`src/rtl/rc4_key_dispatcher_if.sv`:
```
// ---------------------------------------------------------------------------
// rc4_key_dispatcher_if
//
// Purpose: bundles the per-core launch/result handshake between the RC4 key
// dispatcher and its array of load/shuffle/decrypt cores.
//
// Signals:
//   core_start  [NUM_CORES]        one-cycle launch pulse per core
//   core_key    [NUM_CORES*KEY_W]  slice i = key held for core i
//   core_abort                     one-cycle pulse; all cores drop their work
//   core_done   [NUM_CORES]        one-cycle completion pulse per core
//   core_valid  [NUM_CORES]        qualifies core_done: plaintext passed check
//
// Modports:
//   master  dispatcher side (drives start/key/abort, receives done/valid)
//   slave   core-array side
// ---------------------------------------------------------------------------
interface rc4_key_dispatcher_if #(
  parameter int NUM_CORES = 4,
  parameter int KEY_W     = 24
);

  logic [NUM_CORES-1:0]       core_start;
  logic [NUM_CORES*KEY_W-1:0] core_key;
  logic                       core_abort;
  logic [NUM_CORES-1:0]       core_done;
  logic [NUM_CORES-1:0]       core_valid;

  modport master (
    output core_start,
    output core_key,
    output core_abort,
    input  core_done,
    input  core_valid
  );

  modport slave (
    input  core_start,
    input  core_key,
    input  core_abort,
    output core_done,
    output core_valid
  );

endinterface

```
`src/rtl/rc4_key_dispatcher.sv`:
```
// ---------------------------------------------------------------------------
// rc4_key_dispatcher
//
// Purpose: dynamic key-search controller for the RC4 cracker. Hands the next
// untried key to the lowest-index idle core (one dispatch per cycle), counts
// completed decrypts, and stops on the first valid decryption (FOUND, with a
// single abort pulse to the cores) or when the key range START_KEY..MAX_KEY
// has been dispatched and every core has drained (EXHAUSTED).
//
// Ports:
//   clk          in   single clock for the block and all cores
//   reset        in   synchronous active-high reset, back to IDLE
//   start        in   level; begins a new search in IDLE/FOUND/EXHAUSTED
//   pause        in   level; suppresses new dispatches, results still counted
//   cores        if   master side of rc4_key_dispatcher_if (its NUM_CORES and
//                     KEY_W must match this module's parameters)
//   busy         out  high in RUN
//   found        out  high in FOUND
//   exhausted    out  high in EXHAUSTED
//   found_key    out  winning key, held in FOUND
//   found_core   out  index of the winning core
//   display_key  out  most recently dispatched key
//   keys_tried   out  completed decrypts in the current search
// ---------------------------------------------------------------------------
module rc4_key_dispatcher #(
  parameter int               NUM_CORES = 4,
  parameter int               KEY_W     = 24,
  parameter logic [KEY_W-1:0] START_KEY = {KEY_W{1'b0}},
  parameter logic [KEY_W-1:0] MAX_KEY   = KEY_W'(24'h3FFFFF)
) (
  input  logic                 clk,
  input  logic                 reset,
  input  logic                 start,
  input  logic                 pause,
  rc4_key_dispatcher_if.master cores,
  output logic                 busy,
  output logic                 found,
  output logic                 exhausted,
  output logic [KEY_W-1:0]     found_key,
  output logic [3:0]           found_core,
  output logic [KEY_W-1:0]     display_key,
  output logic [KEY_W:0]       keys_tried
);

  typedef enum logic [1:0] {
    ST_IDLE      = 2'd0,
    ST_RUN       = 2'd1,
    ST_FOUND     = 2'd2,
    ST_EXHAUSTED = 2'd3
  } state_t;

  // Index of the lowest set bit (0 when the vector is empty).
  function automatic logic [3:0] first_set(input logic [NUM_CORES-1:0] vec);
    logic [3:0] idx;
    idx = 4'd0;
    for (int i = NUM_CORES - 1; i >= 0; i--) begin
      if (vec[i]) begin
        idx = 4'(i);
      end
    end
    return idx;
  endfunction

  // Number of set bits, sized to add straight into keys_tried.
  function automatic logic [KEY_W:0] pop_count(input logic [NUM_CORES-1:0] vec);
    logic [KEY_W:0] cnt;
    cnt = {(KEY_W+1){1'b0}};
    for (int i = 0; i < NUM_CORES; i++) begin
      cnt = cnt + (KEY_W+1)'(vec[i]);
    end
    return cnt;
  endfunction

  state_t                     state_r;
  logic [NUM_CORES-1:0]       core_busy_r;
  logic [NUM_CORES-1:0]       core_start_r;
  logic [NUM_CORES*KEY_W-1:0] core_key_r;
  logic                       core_abort_r;
  // One bit wider than a key so MAX_KEY = 2^KEY_W-1 ends the range instead
  // of wrapping back to zero.
  logic [KEY_W:0]             next_key_r;

  logic [NUM_CORES-1:0]       done_s;
  logic [NUM_CORES-1:0]       hit_s;
  logic [NUM_CORES-1:0]       free_s;
  logic [NUM_CORES-1:0]       disp_mask_s;
  logic                       hit_any_s;
  logic [3:0]                 hit_idx_s;
  logic [KEY_W-1:0]           hit_key_s;
  logic [3:0]                 disp_idx_s;
  logic                       keys_left_s;
  logic                       can_disp_s;
  logic                       all_free_s;
  logic [KEY_W:0]             done_cnt_s;

  assign cores.core_start = core_start_r;
  assign cores.core_key   = core_key_r;
  assign cores.core_abort = core_abort_r;

  // Result decode and dispatch selection for the current cycle.
  always_comb begin
    // A done from a core we never launched is a protocol error: drop it.
    done_s      = cores.core_done & core_busy_r;
    hit_s       = done_s & cores.core_valid;
    // A core finishing this cycle is already free for the next dispatch.
    free_s      = ~core_busy_r | done_s;
    hit_any_s   = |hit_s;
    hit_idx_s   = first_set(hit_s);
    hit_key_s   = core_key_r[int'(hit_idx_s) * KEY_W +: KEY_W];
    disp_idx_s  = first_set(free_s);
    disp_mask_s = NUM_CORES'(1'b1) << disp_idx_s;
    keys_left_s = (next_key_r <= {1'b0, MAX_KEY});
    all_free_s  = &free_s;
    done_cnt_s  = pop_count(done_s);
    if (keys_left_s && !pause && !hit_any_s && (|free_s)) begin
      can_disp_s = 1'b1;
    end else begin
      can_disp_s = 1'b0;
    end
  end

  // Search FSM with all outputs registered.
  always_ff @(posedge clk) begin
    if (reset) begin
      // Cores share this reset, so no abort pulse is needed here.
      state_r      <= ST_IDLE;
      core_busy_r  <= {NUM_CORES{1'b0}};
      core_start_r <= {NUM_CORES{1'b0}};
      core_key_r   <= {(NUM_CORES*KEY_W){1'b0}};
      core_abort_r <= 1'b0;
      next_key_r   <= {(KEY_W+1){1'b0}};
      busy         <= 1'b0;
      found        <= 1'b0;
      exhausted    <= 1'b0;
      found_key    <= {KEY_W{1'b0}};
      found_core   <= 4'd0;
      display_key  <= {KEY_W{1'b0}};
      keys_tried   <= {(KEY_W+1){1'b0}};
    end else begin
      core_start_r <= {NUM_CORES{1'b0}};
      core_abort_r <= 1'b0;
      case (state_r)
        ST_IDLE, ST_FOUND, ST_EXHAUSTED: begin
          if (start) begin
            state_r     <= ST_RUN;
            next_key_r  <= {1'b0, START_KEY};
            keys_tried  <= {(KEY_W+1){1'b0}};
            core_busy_r <= {NUM_CORES{1'b0}};
            found_key   <= {KEY_W{1'b0}};
            found_core  <= 4'd0;
            busy        <= 1'b1;
            found       <= 1'b0;
            exhausted   <= 1'b0;
          end else begin
            state_r <= state_r;
          end
        end
        ST_RUN: begin
          keys_tried <= keys_tried + done_cnt_s;
          if (hit_any_s) begin
            // A hit outranks exhaustion even on the final completion.
            state_r      <= ST_FOUND;
            found        <= 1'b1;
            busy         <= 1'b0;
            found_key    <= hit_key_s;
            found_core   <= hit_idx_s;
            core_abort_r <= 1'b1;
            core_busy_r  <= {NUM_CORES{1'b0}};
          end else if (!keys_left_s && all_free_s) begin
            state_r     <= ST_EXHAUSTED;
            exhausted   <= 1'b1;
            busy        <= 1'b0;
            core_busy_r <= {NUM_CORES{1'b0}};
          end else if (can_disp_s) begin
            core_busy_r  <= (core_busy_r & ~done_s) | disp_mask_s;
            core_start_r <= disp_mask_s;
            core_key_r[int'(disp_idx_s) * KEY_W +: KEY_W] <= next_key_r[KEY_W-1:0];
            display_key  <= next_key_r[KEY_W-1:0];
            next_key_r   <= next_key_r + (KEY_W+1)'(1'b1);
          end else begin
            core_busy_r <= core_busy_r & ~done_s;
          end
        end
        default: begin
          state_r     <= ST_IDLE;
          core_busy_r <= {NUM_CORES{1'b0}};
          busy        <= 1'b0;
          found       <= 1'b0;
          exhausted   <= 1'b0;
        end
      endcase
    end
  end

endmodule

```
`src/flat_wrapper.sv`:
```
// flat-port wrapper written by rule: the top's interface ports become plain ports
module rc4_key_dispatcher_flat 
#(
  parameter int               NUM_CORES = 4,
  parameter int               KEY_W     = 24,
  parameter logic [KEY_W-1:0] START_KEY = {KEY_W{1'b0}},
  parameter logic [KEY_W-1:0] MAX_KEY   = KEY_W'(24'h3FFFFF)
)
  (clk, reset, start, pause, busy, found, exhausted, found_key, found_core, display_key, keys_tried, cores_core_start, cores_core_key, cores_core_abort, cores_core_done, cores_core_valid);
  rc4_key_dispatcher_if #(.NUM_CORES(NUM_CORES), .KEY_W(KEY_W)) cores_i ();
  input  logic clk;
  input  logic reset;
  input  logic start;
  input  logic pause;
  output logic busy;
  output logic found;
  output logic exhausted;
  output logic [KEY_W-1:0] found_key;
  output logic [3:0] found_core;
  output logic [KEY_W-1:0] display_key;
  output logic [KEY_W:0] keys_tried;
  output wire logic [$bits(cores_i.core_start)-1:0] cores_core_start;
  output wire logic [$bits(cores_i.core_key)-1:0] cores_core_key;
  output wire logic [$bits(cores_i.core_abort)-1:0] cores_core_abort;
  input wire logic [$bits(cores_i.core_done)-1:0] cores_core_done;
  input wire logic [$bits(cores_i.core_valid)-1:0] cores_core_valid;
  assign cores_core_start = cores_i.core_start;
  assign cores_core_key = cores_i.core_key;
  assign cores_core_abort = cores_i.core_abort;
  assign cores_i.core_done = cores_core_done;
  assign cores_i.core_valid = cores_core_valid;
  rc4_key_dispatcher #(.NUM_CORES(NUM_CORES), .KEY_W(KEY_W), .START_KEY(START_KEY), .MAX_KEY(MAX_KEY)) u_core (.clk(clk), .reset(reset), .start(start), .pause(pause), .cores(cores_i), .busy(busy), .found(found), .exhausted(exhausted), .found_key(found_key), .found_core(found_core), .display_key(display_key), .keys_tried(keys_tried));
endmodule
```
`config.mk`:
```
export PLATFORM = sky130hd
export DESIGN_NAME = rc4_key_dispatcher_flat
export DESIGN_NICKNAME = d
export VERILOG_FILES = /design/src/rtl/rc4_key_dispatcher_if.sv /design/src/rtl/rc4_key_dispatcher.sv /design/src/flat_wrapper.sv
export SDC_FILE = /design/constraint.sdc
export NUM_CORES = 1
export LEC_CHECK = 0
export ABC_AREA = 1
export CAP_MARGIN = 30
export CORE_MARGIN = 2
export CORE_UTILIZATION = 50
export DETAILED_ROUTE_END_ITERATION = 10
export PLACE_DENSITY = 0.76
export SKIP_CTS_REPAIR_TIMING = 1
export SYNTH_ARGS = -nofsm -noshare
export SYNTH_HDL_FRONTEND = slang
export SYNTH_SLANG_ARGS = --single-unit
```
`constraint.sdc`:
```
create_clock -name clk -period 4.1 [get_ports clk]
set_input_delay 0.615 -clock clk [delete_from_list [all_inputs] [get_ports clk]]
set_output_delay 0.615 -clock clk [all_outputs]
set_load 0.005 [all_outputs]
```
## Word-level counts from Yosys, hierarchy flattened

Index checks and enable logic that the tools add are counted.

| operators by class | value |
|---|---|
| $lt $le $gt $ge | 1 |
| shifts and indexed selects | 4 |
| add/subtract/negate cells | 6 |
| bitwise gates (word level) | 11 |
| reduce and logical (&&, ||, !) cells | 19 |
| multipliers | 2 |
| equal/unequal tests | 10 |
| multiplexer cells | 41 |

Operator list:

| cell | count |
|---|---|
| 2-to-1 mux 25 bit | 4 |
| one-hot mux 25 bit (2 select lines) | 2 |
| bitwise mux 96 bit | 1 |
| variable shift 24 x 33 -> 96 bit, first input constant | 1 |
| variable part select 24 x 33 -> 96 bit | 1 |
| variable part select 96 x 32 -> 24 bit | 1 |
| adder 25 x 1 -> 25 bit | 2 |
| 2-to-1 mux 24 bit | 2 |
| one-hot mux 24 bit (2 select lines) | 1 |
| negator 32 -> 33 bit | 1 |
| adder 25 x 1 -> 25 bit, second input constant | 1 |
| adder 25 bit | 1 |
| less-or-equal comparator 25 x 22 -> 1 bit, second input constant | 1 |
| 2-to-1 mux 2 bit | 11 |
| 2-to-1 mux 4 bit | 5 |
| one-hot mux 4 bit (2 select lines) | 2 |
| AND 4 bit | 3 |
| AND reduction 4 bit | 3 |
| 2-to-1 mux 1 bit | 9 |
| multiplier 2 x 2 -> 4 bit, second input constant | 2 |
| NOT 4 bit | 2 |
| OR 4 bit | 2 |
| OR reduction 4 bit | 2 |
| OR reduction 8 bit | 1 |
| other kinds (17) | 33 |

| storage, ports and cells | value |
|---|---|
| word-level logic and storage cells | 107 |
| register bits | 212 |
| output and inout bits | 181 |
| input bits | 12 |

## Depth between registers and ports, before layout

Gate-level depths: netlist of run 1.

| depth | value |
|---|---|
| depth in word-level cells | 12 |
| gate-level depth with buffers | 19 |
| gate-level depth less buffers | 17 |

## Least setup slack after synthesis of run 1

Ideal clock, no wire load.

| timing | value |
|---|---|
| path type | input to register |
| from | input cores_core_done[0] |
| to | register u_core.keys_tried[24] |
| path slack | 847 ps |
| cell stages on the path | 16 |
| required time | 3969 ps |
| data arrival time | 3122 ps |
| cell sequence | nand2_1 inv_1 ha_1 fa_1 ha_1 inv_1 fa_1 inv_1 nand2_1 a21boi_0 nand2_1 nor2_1 nand3_1 nor2_1 nand2_1 nor3b_1 |

| on the way | value |
|---|---|
| cells in the longest elaborated chain, start to end | 6 |

Ends and longest elaborated chain:

| element | line | RTL |
|---|---|---|
| start, declared | flat_wrapper.sv:25 | `input wire logic [$bits(cores_i.core_done)-1:0] cores_core_done;` |
| AND 4 bit | rc4_key_dispatcher.sv:103 | `done_s = cores.core_done & core_busy_r;` |
| adder 1 x 1 -> 2 bit | rc4_key_dispatcher.sv:69 | `cnt = cnt + (KEY_W+1)'(vec[i]);` |
| adder 25 x 1 -> 25 bit (2 in a row) | rc4_key_dispatcher.sv:69 |  |
| adder 25 bit | rc4_key_dispatcher.sv:159 | `keys_tried <= keys_tried + done_cnt_s;` |
| one-hot mux 25 bit (2 select lines) | rc4_key_dispatcher.sv:142 | `case (state_r)` |
| end signal, assigned | rc4_key_dispatcher.sv:138 | `keys_tried <= {(KEY_W+1){1'b0}};` |
| end signal, assigned | rc4_key_dispatcher.sv:147 | `keys_tried <= {(KEY_W+1){1'b0}};` |
| end signal, assigned | rc4_key_dispatcher.sv:159 |  |
| end, declared | rc4_key_dispatcher.sv:42 | `output logic [KEY_W:0] keys_tried` |

No other way between the ends.
A chain may end at the register's enable or synchronous reset.

## Final worst setup path of run 1

| timing | value |
|---|---|
| from | input cores_core_done[1] |
| to | register u_core.keys_tried[24] |

Same word-level chain as after synthesis.

==> results.toml, run 1 <==
[status]
status = "complete, no violations"

[timing]
rsz0062_at_grt = "false"
timing.fmax_mhz = 282
timing_max_transition_violations_final = 0
final_setup_fails = 0
max-slew-margin-rel_pct = 31.6
totalNegativeSetupSlack_ps = 0
worst_clock_skew_ps = 13.3
final-hold-violation-count = 0
fin_crit_ps = 3550
worst-slew-pin-transition_ps = 1030
fin_crit_sh_pct = 86.5

[layout]
layout.cells.most_common_list = "sky130_fd_sc_hd__nand2_1, sky130_fd_sc_hd__nor2_1, sky130_fd_sc_hd__dfxtp_1, sky130_fd_sc_hd__clkdlybuf4s50_1, sky130_fd_sc_hd__a21oi_1"
syn_to_final_growth_pct = 24.9
drive_above_1_share_pct = 6.12
postLayoutCoreUtil_pct = 63.8
post_layout_nonfiller_instances = 2174
number_of_inserted_diodes = 0
final_net_count = 1907
final_common_cell = "sky130_fd_sc_hd__nand2_1"
layout.filler_cells = 2106

[critical_path]
start_kind = "primary input"
regToRegSetupSlack_ps = 760
critical_path.max_fanout = 5
critPathCaptureType = "register"
crit_reg_reg_startpoint = "u_core.core_busy_r[0]"
setup.worst_path.start = "cores_core_done[1]"
worstRegToRegCells = 16
crit_required_ps = 4490
cp.arrival_ps = 3940
path_class = "primary input to register"
rr_endpoint = "u_core.keys_tried[24]"

[logic_synthesis]
synthesis.yosys.warnings = 0
distinct_cells_synth = 43
yosys_register_bits = 210
synth_cells = 1733
syn_avg_cell_area_um2 = 6.45
syn_area_um2 = 11200
yosysSeqAreaShare_pct = 37.6
synth.area.top_cells = "sky130_fd_sc_hd__dfxtp_1, sky130_fd_sc_hd__nand2_1, sky130_fd_sc_hd__nor2_1"
yosys.area.top_type = "sky130_fd_sc_hd__dfxtp_1"
synth_top_area_share_pct = 37.6

[cts]
tritoncts = "done"
clkLatencyLatePin_ps = 530
tritoncts.num_buffers = 24
clk_pin_slew_worst_paths_ps = 60
clk_root_buffer_cell = "sky130_fd_sc_hd__clkbuf_16"
clock_path_buffers = 3
cts_sinks = 210
cts_max_level = 1

[detailed_routing]
finalWirelength_mm = 42.3
ant_nets = 0
drt_first_pass_iters = 7
average_wire_length_per_cell_after_detail_routing_um = 19.5
via_per_inst = 5.68
number_of_drc_markers_in_iteration_0 = 1434
via_count_of_the_routed_design = 12300
remaining_drc_errors = 0

[power_and_ir_drop]
vdd.ir_drop.worst_mv = 0.301
internal_power_w = 0.00344
power_frac_seq_pct = 45.9
p_sw_share_pct = 24.3
pwr_density_cell_nw_per_um2 = 325
power_switching_w = 0.00111
pwr-share-clk_pct = 47.0
total_leakage_power_nw = 5.17
comb_power_share_pct = 7.1

[floorplanning]
fp.dieArea_um2 = 23600
num_rows = 54
fp.coreArea_um2 = 21900
ios = 193
width_of_the_die_um = 154
floorplan.initialDensity_pct = 51.1
die_height_um = 154

[global_route]
first_global_vias = 10900
grt_max_degree = 94
grt.overflow.total = 0
gr-usage-met3_pct = 5.89
busiest_layer = "met1"
global_route.usage.total_pct = 34.5
gr-usage-met2_pct = 51.3
grt_pass1_wl_mm = 64.3
antenna_found_initial = 0
gr-usage-met1_pct = 51.5

[place]
numPortBuffers = 190
place.detailed.instances = 2135
weighted_congestion_reported_at_the_end_of_routability_driven_placement = 0.973
dpl.hpwl_mm = 30.8

[min_path]
hold_start = "u_core.display_key[23]"
min_delay_worst_endpoint = "u_core.display_key[23]"
min_delay_path_depth = 2
hold_path.class = "register to register"

[flow_run]
max_cap_viol_count = 0
## registers in the layout, indices dropped and copies added (netlist names), 2 cells and up
signal                   flops
u_core.cores.core_key       96
u_core.keys_tried           25
u_core.next_key_r           25
u_core.display_key          24
u_core.found_key            24
u_core.core_busy_r           4
u_core.cores.core_start      4
u_core.found_core            2
u_core.state_r               2
## power by group through the flow
stage                     clock network [W]  registers, W  logic (W)
after floorplan                           0       0.00213   0.000192
after global placement                    0       0.00213   0.000313
after detailed placement                  0       0.00213   0.000315
after CTS                           0.00215       0.00209   0.000317
after global routing                0.00224       0.00209   0.000349
final                               0.00213       0.00209   0.000322
## cell type report
type                            count  area [um2]  share of cell area, %
Clock buffer                       33         674                   4.83
Clock inverter                      6        95.1                  0.681
Inverter                          157         589                   4.22
Multi-Input combinational cell   1263        5890                   42.2
Sequential cell                   210        4200                   30.1
Tap cell                          280         350                   2.51
Timing Repair Buffer              225        2160                   15.5
## worst max-delay path: stages
cell and delay (ps):
sky130_fd_sc_hd__clkdlybuf4s50_1 540, sky130_fd_sc_hd__nand2_1 90, sky130_fd_sc_hd__inv_2 60, sky130_fd_sc_hd__ha_1 220
sky130_fd_sc_hd__fa_1 490, sky130_fd_sc_hd__ha_1 190, sky130_fd_sc_hd__inv_1 60, sky130_fd_sc_hd__fa_1 350
sky130_fd_sc_hd__inv_1 90, sky130_fd_sc_hd__nand2_1 50, sky130_fd_sc_hd__a21boi_0 270, sky130_fd_sc_hd__nand2_1 120
sky130_fd_sc_hd__nor2_1 250, sky130_fd_sc_hd__nand3_1 170, sky130_fd_sc_hd__nor2_1 160, sky130_fd_sc_hd__nand2_1 70
sky130_fd_sc_hd__nor3b_1 130
## synth_stat cells (all sizes together)
library cell,n
nand2,492
nor2,239
dfxtp,210
a21oi,158
inv,156
o21ai,136
nand3,106
clkbuf,53
buf,51
nor3,28
nand4,18
o211ai,16
xor2,13
ha,12
a211oi,9
o22ai,7
o31ai,5
a21boi,4
nor4,4
a22oi,3
xnor2,3
fa,2
nor3b,2
a2bb2oi,1
a32oi,1
clkinv,1
conb,1
o32ai,1
or2,1
## worst max-delay path by stage
stage                       endpoint  slack [ps]
2_1_floorplan  u_core.keys_tried[24]         850
3_3_place_gp   u_core.keys_tried[24]         150
3_5_place_dp   u_core.keys_tried[24]          40
4_1_cts        u_core.keys_tried[24]         590
5_1_grt        u_core.keys_tried[24]         260
6_report       u_core.keys_tried[24]         550
## cells by family (layout without fill, tap and decap cells)
logic type | count (synthesis) | in the layout | synth area share, %
AOI/OAI and AO/OA | 341 | 341 | 16.3
xor gates and xnor gates | 16 | 16 | 1.25
adders and majority gates | 14 | 14 | 1.70
buffers and inverters | 261 | 421 | 9.82
DFF | 210 | 210 | 37.6
other | 1 | 2 | 0.0335
and+or+nand+nor | 890 | 890 | 33.3
## stage by stage
| stage | setup WS [ps] | total power, W | area (um2) | hold slack (ps) |
|---|---|---|---|---|
| after floorplan | 847 | 0.00232 | 11200 | 434 |
| after global placement | 146 | 0.00244 | 13200 | 426 |
| after detailed placement | 36.7 | 0.00244 | 13200 | 427 |
| after CTS | 586 | 0.00455 | 14000 | 438 |
| after global routing | 263 | 0.00467 | 14000 | 479 |
| final | 552 | 0.00454 | 14000 | 440 |
## per-layer routing
| metal | wire (um) | share of wire (%) |
|---|---|---|
| met5 | 0 | 0 |
| met4 | 1310 | 3.1 |
| met2 | 18100 | 43 |
| met3 | 4340 | 10 |
| met1 | 18500 | 44 |
Note: power is estimated with default switching activity, not from simulation.
==> run 2: changes to the inputs <==
TNS_END_PERCENT = 100   (was unset)
==> results of run 2 <==
Same layout as run 1: the final DEF is identical, and so are final timing and power.
